===== src/rtl/writeback_regfile.sv =====
`default_nettype none
// ============================================================================
// Module   : writeback_regfile
// Purpose  : W-stage result select, 31x32 register file with write-through
//            bypass to both D-stage read ports, and a retired-write counter.
// Revision : 1.0 - initial release
// ============================================================================
module writeback_regfile (
    input  logic        Clk,
    input  logic        Rst,
    input  logic        RegWriteW,
    input  logic [1:0]  ResSrcW,
    input  logic        JalrW,
    input  logic [4:0]  RdW,
    input  logic [31:0] ALUResultW,
    input  logic [31:0] ReadDataW,
    input  logic [31:0] PCPlus4W,
    input  logic [31:0] ExtImmW,
    input  logic [4:0]  Rs1D,
    input  logic [4:0]  Rs2D,
    output logic [31:0] RD1D,
    output logic [31:0] RD2D,
    output logic [31:0] ResultW,
    output logic [31:0] RetireCnt
);

    localparam logic [1:0] c_SRC_ALU = 2'b00;
    localparam logic [1:0] c_SRC_MEM = 2'b01;
    localparam logic [1:0] c_SRC_PC4 = 2'b10;
    localparam logic [1:0] c_SRC_IMM = 2'b11;

    logic [31:0] w_result;
    logic        w_commit;
    logic [31:0] w_rf [0:31];
    logic [31:0] cnt_q;
    logic [31:0] cnt_d;

    // A jalr always links, whatever the result select says.
    always_comb begin
        w_result = ALUResultW;
        if (JalrW) begin
            w_result = PCPlus4W;
        end else begin
            case (ResSrcW)
                c_SRC_ALU: w_result = ALUResultW;
                c_SRC_MEM: w_result = ReadDataW;
                c_SRC_PC4: w_result = PCPlus4W;
                c_SRC_IMM: w_result = ExtImmW;
                default:   w_result = ALUResultW;
            endcase
        end
    end

    assign ResultW  = w_result;
    assign w_commit = RegWriteW && (RdW != 5'd0);

    assign w_rf[0] = 32'd0;

    generate
        for (genvar i = 1; i < 32; i++) begin : g_reg
            logic [31:0] reg_q;
            logic [31:0] reg_d;

            always_comb begin
                reg_d = reg_q;
                if (w_commit && (RdW == 5'(i))) begin
                    reg_d = w_result;
                end
            end

            always_ff @(posedge Clk) begin
                if (Rst) begin
                    reg_q <= 32'd0;
                end else begin
                    reg_q <= reg_d;
                end
            end

            assign w_rf[i] = reg_q;
        end
    endgenerate

    // Bypass deliberately ignores Rst so decode sees the in-flight result.
    function automatic logic [31:0] read_port(
        input logic [4:0]  idx,
        input logic        we,
        input logic [4:0]  rd,
        input logic [31:0] res,
        input logic [31:0] stored
    );
        logic [31:0] val;
        if (idx == 5'd0) begin
            val = 32'd0;
        end else if (we && (rd == idx)) begin
            val = res;
        end else begin
            val = stored;
        end
        return val;
    endfunction

    assign RD1D = read_port(Rs1D, RegWriteW, RdW, w_result, w_rf[Rs1D]);
    assign RD2D = read_port(Rs2D, RegWriteW, RdW, w_result, w_rf[Rs2D]);

    always_comb begin
        cnt_d = cnt_q;
        if (w_commit) begin
            cnt_d = cnt_q + 32'd1;
        end
    end

    always_ff @(posedge Clk) begin
        if (Rst) begin
            cnt_q <= 32'd0;
        end else begin
            cnt_q <= cnt_d;
        end
    end

    assign RetireCnt = cnt_q;

endmodule
`default_nettype wire


===== config.mk =====
export PLATFORM = sky130hd
export DESIGN_NAME = writeback_regfile
export DESIGN_NICKNAME = d
export VERILOG_FILES = /design/src/rtl/writeback_regfile.sv
export SDC_FILE = /design/constraint.sdc
export NUM_CORES = 2
export LEC_CHECK = 0
export ABC_CLOCK_PERIOD_IN_PS = 7800
export CORE_MARGIN = 2
export CORE_UTILIZATION = 28
export DETAILED_ROUTE_END_ITERATION = 10
export PLACE_DENSITY = 0.46
export SKIP_LAST_GASP = 1
export SLEW_MARGIN = 20
export SYNTH_ARGS = -nofsm -noshare
export SYNTH_HDL_FRONTEND = slang
export SYNTH_SLANG_ARGS = --single-unit

===== constraint.sdc =====
create_clock -name Clk -period 7.8 [get_ports Clk]
set_clock_uncertainty 0.2 [all_clocks]
set_input_delay 1.56 -clock Clk [delete_from_list [all_inputs] [get_ports Clk]]
set_output_delay 1.56 -clock Clk [all_outputs]
set_load 0.03 [all_outputs]

Word level (Yosys, flattened, before mapping) --
Index checks and enable logic that the tools add are counted.
Word-level totals: logic and storage cells 123, bits of input ports 149, flip-flop bits (word level) 1024, output and inout port bits 128
Operators by class: add/subtract/negate cells 1, equality and inequality tests 36, bitwise gates (word level) 2, multiplexer cells 12, magnitude comparators 2, reductions and logical operators 38
Operators by type and width (count):
- binary-select mux 32 bit (select 5 bit) | 2
- 2-to-1 mux 32 bit | 9
- one-hot mux 32 bit (4 select lines) | 1
- equality test 5 bit (second input constant) | 16
- equality test 5 x 4 -> 1 bit (second input constant) | 8
- logical AND 1 bit | 34
- adder 32 x 1 -> 32 bit (second input constant) | 1
- equality test 5 x 3 -> 1 bit (second input constant) | 4
- greater-or-equal comparator 6 bit (second input constant) | 2
- inverter 5 -> 6 bit | 2
- equality test 5 x 2 -> 1 bit (second input constant) | 2
- equality test 5 bit | 2
- logical NOT 5 bit | 2
- equality test 5 x 1 -> 1 bit (second input constant) | 1
- nonzero test 5 bit | 1
- equality test 2 bit (second input constant) | 2
- equality test 2 x 1 -> 1 bit (second input constant) | 1
- logical NOT 2 bit | 1

Logic depth before layout (Yosys ltp) --
depth in word-level cells 6, gate-level depth with buffers 9, gate-level depth less buffers 6

Worst setup path after synthesis --
Ideal clock, no wire load.
path kind input -> output, start point in Rs2D[0], end point out RD2D[30], stages on the path 8, data required time 6.040 ns, arrival time 3.638 ns, setup slack 2.402 ns, buffers on the path 4, path through buf_2 buf_4 buf_4 buf_2 a221oi_1 nor4_1 a31oi_1 a221oi_1
Between the ends: word-level cells in the longest chain between the ends 6, elaborated cells between the ends (all ways) 9, classes of those cells 1 x eq/ne; 5 x mux; 1 x bitwise; 2 x reduce/logical
RTL lines:
- start: declaration | line 20 | input logic [4:0] Rs2D,
- inverter 5 -> 6 bit (implied by the code) | line 103 | assign RD2D = read_port(Rs2D, RegWriteW, RdW, w_result, w_rf[Rs2D]);
- binary-select mux 32 bit (select 5 bit) | line 103
- 2-to-1 mux 32 bit (implied by the code) (2 in a row) | line 103
- 2-to-1 mux 32 bit | line 94 | end else if (we && (rd == idx)) begin
- 2-to-1 mux 32 bit * | line 92 | if (idx == 5'd0) begin
- end: declaration | line 22 | output logic [31:0] RD2D,
Every way passes the cells marked *; elsewhere a longest branch is shown, timed or not. The select of a mux whose other input is x is not followed.

Final worst setup path --
start point in RdW[3], end point out RD1D[17]
Between the ends: word-level cells in the longest chain between the ends 4
RTL lines:
- start: declaration | line 14 | input logic [4:0] RdW,
- equality test 5 bit | line 94
- logical AND 1 bit | line 94
- 2-to-1 mux 32 bit | line 94
- 2-to-1 mux 32 bit | line 92
- end: declaration | line 21 | output logic [31:0] RD1D,
No other way between the ends.

==> summary.md <==
| Metric | Value |
|---|---|
| Total negative setup slack | 0 ns |
| Cell count after synthesis | 6303 |
| Final hold violation count | 0 |
| Main combinational cell family by area after synthesis | multiplexers |
| Crit. End Element | output pin |
| Yosys warns | 0 |
| Fmax | around 0.14 GHz |
| Final worst slack | 0.798 ns |
| Pin count of the biggest net entering global routing | 208 |
| Ys async rst share | 0% |
| Die width | 442 µm |
| CP startpoint kind | primary input |
| Post-Synth Simple-Gate Area | between 15 and 20% |
| Net Sw Frac | 28.7% |
| Non-Filler Cell Area, Final | roughly 64000 µm² |
| CTS Hold Bufs | 0 |
| Post-Synth Adder-Cell Area | less than 1% |
| Post-Syn Area | 53600 µm² |
| Mux cell area share after synthesis | 22.3% |
| Post-route clock period utilization | 89.8% |
| Outcome | complete, no violations |
| Clock tree root buffer cell | clkbuf_16 |
| H-tree lvl count | 3 |
| Max Root-Sink Buffers | 3 |
| GPL Wtd Cong | about 0.89 |
| Detail Placement HPWL | between 150 and 200 mm |
| Tot Pwr | around 13 mW |
| Clk_lat worst skew | about 0.76 ns |
| Row count | 160 |
| Unrepaired setup endpoints after global routing | no |
| Setup WS pre-CTS | 0.831 ns |
| Seq/Total Area, Yosys | around two fifths |
| Clk slew on worst S/H paths | about 0.060 ns |
| Leak | around 20 nW |
| Req. time, crit path | 6.04 ns |
| Final net count | between 6000 and 7000 |
| Least-Margin Pin Slew | about 1.2 ns |
| Number of fill cells | a little under 20000 |
| Core Region | about 190000 µm² |
| Via density | ~5.7 |
| Clock sinks | 1024 |
| Slew HR | 17.5% |
| Register share of total power | approximately two fifths |
| Seq cells post-synth | just over 1000 |
| Most used flip-flop cell after synthesis | dfxtp_1 |
| Compound-Gate Fraction of Synth Area | 16.9% |
| CTS tree | yes |
| DR vias | roughly 51000 |
| Setup CP Type | primary input to output pin |
| Post-Route WL | about 270 mm |
| Post-cts gate resize count | 0 |
| Clk network pwr share | 46.0% |
| Power per cell area | between 200 and 250 nW/µm² |
| Number of global-route vias before repair | between 40000 and 50000 |
| Wire per inst | around 30 µm |
| Cells after DPL | just under 9000 |
| Synth Area in XOR/XNOR | less than 1% |
| Setup violators final | 0 |
| Crit path max fanout | 14 |
| Fin crit period | between 7 and 8 ns |
| Clock buffer count from CTS | between 100 and 150 |
| IO Pins | roughly 280 |
| Worst EP arrival | between 5 and 6 ns |
| Share of post-route cells with drive strength above 1 | roughly 17% |
| Non-filler cells, final | a little under 9000 |
| HP Class | flop to flop |
| Max-cap violations | 0 |
| Initial Utilization | 28.2% |
| Gr ovfl total | 0 |
| Most frequent cells in the layout | nand2_1 (2059), a21oi_1 (1054), dfxtp_1 (1024) |
| Area growth, synth to finish | 19.3% |
| Global-route wire length before repair | ~370 mm |
| Gr usage total | around a quarter |
| Internal | between 9 and 10 mW |
| Netlist cell types | 54 |
| Routed Antenna Nets | 0 |
| Postcts setup bufs | 0 |
| Area after DPL | between 50000 and 60000 µm² |
| Max VDD drop | 0.217 mV |
| Syn Area/Cell | ~8.5 µm² |
| Net Sw Power | 3.71 mW |
| Net Count, Synth | about 6500 |
| Initial DRC count | just under 6000 |
| Final max-slew violation count | 0 |
| Pre-Repair DR Iteration Count | 6 |
| PortBufs | approximately 280 |
| Die Area | between 150000 and 200000 µm² |
| Commonest non-fill, non-tap cell in the layout | nand2_1 |
| Antenna violations before repair | 13 |
| DRC Markers | 0 |
| Die Height | between 400 and 500 µm |
| Comb pwr share | 13.0% |
| Number of synthesized flops with an enable pin | 0 |
## worst max-delay path: stages
cell             delay, ns
clkdlybuf4s50_1       0.96
xnor2_1               0.19
and4_1                0.24
nand3_1               0.14
nand2_1               0.49
o31ai_1               0.82
clkdlybuf4s50_1       0.81
## worst paths after layout
check | startpoint | cells after the start | slack, ns | end
max reg2reg | RetireCnt[5] | 5 | 5.08 | RetireCnt[31]
max | RdW[3] | 7 | 0.80 | RD1D[17]
min reg2reg | g_reg[19].reg_q[3] | 2 | 0.26 | g_reg[19].reg_q[3]
min | g_reg[19].reg_q[3] | 2 | 0.26 | g_reg[19].reg_q[3]
## synth_stat cells (20+ instances only)
cell type | number | share of area, %
o22ai_1 | 26 | 0.30
mux2i_1 | 236 | 4.4
a221o_1 | 73 | 1.4
nand3_1 | 33 | 0.31
xnor2_1 | 27 | 0.44
o21ai_0 | 90 | 0.84
dfxtp_1 | 1024 | 38
buf_4 | 26 | 0.36
a211oi_1 | 26 | 0.36
o21ai_1 | 34 | 0.32
nor3_1 | 20 | 0.19
clkbuf_1 | 449 | 3.1
buf_2 | 150 | 1.4
a21oi_1 | 1054 | 9.8
a22oi_1 | 109 | 1.5
nand2_1 | 2082 | 15
nor2_1 | 95 | 0.66
a221oi_1 | 75 | 1.2
o31ai_1 | 20 | 0.28
mux4_2 | 375 | 16
mux2_2 | 101 | 2.1
## layout make-up
cell class / count / area, µm² / share of cell area, %
tap: 2511 / 3140 / 4.91
inverter: 8 / 31.3 / 0.0489
multi-input combinational: 4631 / 31200 / 48.8
clock buffer: 167 / 3410 / 5.32
timing repair buffer: 500 / 4950 / 7.73
clock inverter: 54 / 716 / 1.12
sequential: 1024 / 20500 / 32.0
antenna: 9 / 22.5 / 0.0352
## power by group through the flow
stage	combinational [mW]	clock [mW]	sequential (mW)
after floorplan	0.859	0	5.41
after global placement	1.66	0	5.41
after detailed placement	1.66	0	5.42
after CTS	1.67	6.03	5.30
after global routing	1.73	6.23	5.30
final	1.69	5.96	5.30
## state kept, by name, summed over array words and instances, names as in the netlist
signal     count
RetireCnt     32
g.reg_q      992
## cell families after synthesis
logic type,Yosys count
xor+xnor,31
mux,712
simple gates,2333
fa+ha+maj,1
compound gates,1554
flops,1024
buf+inv,648
## through the flow
stage	hold WS (ns)	util, %
after global routing	0.281	33.6
after floorplan	0.242	-
final	0.262	33.6
after global placement	0.249	31.4
after detailed placement	0.257	31.5
after CTS	0.265	33.6
## routing by layer
layer  wire length (µm)  vias to the layer above  track usage, %
li1                   -                    22200               -
met1             106000                    25500            33.8
met2             121000                     2584            41.6
met3              22000                      557            4.32
met4              15700                       12            14.6
met5                 87                        -               0
(Power assumes the default switching activity.)
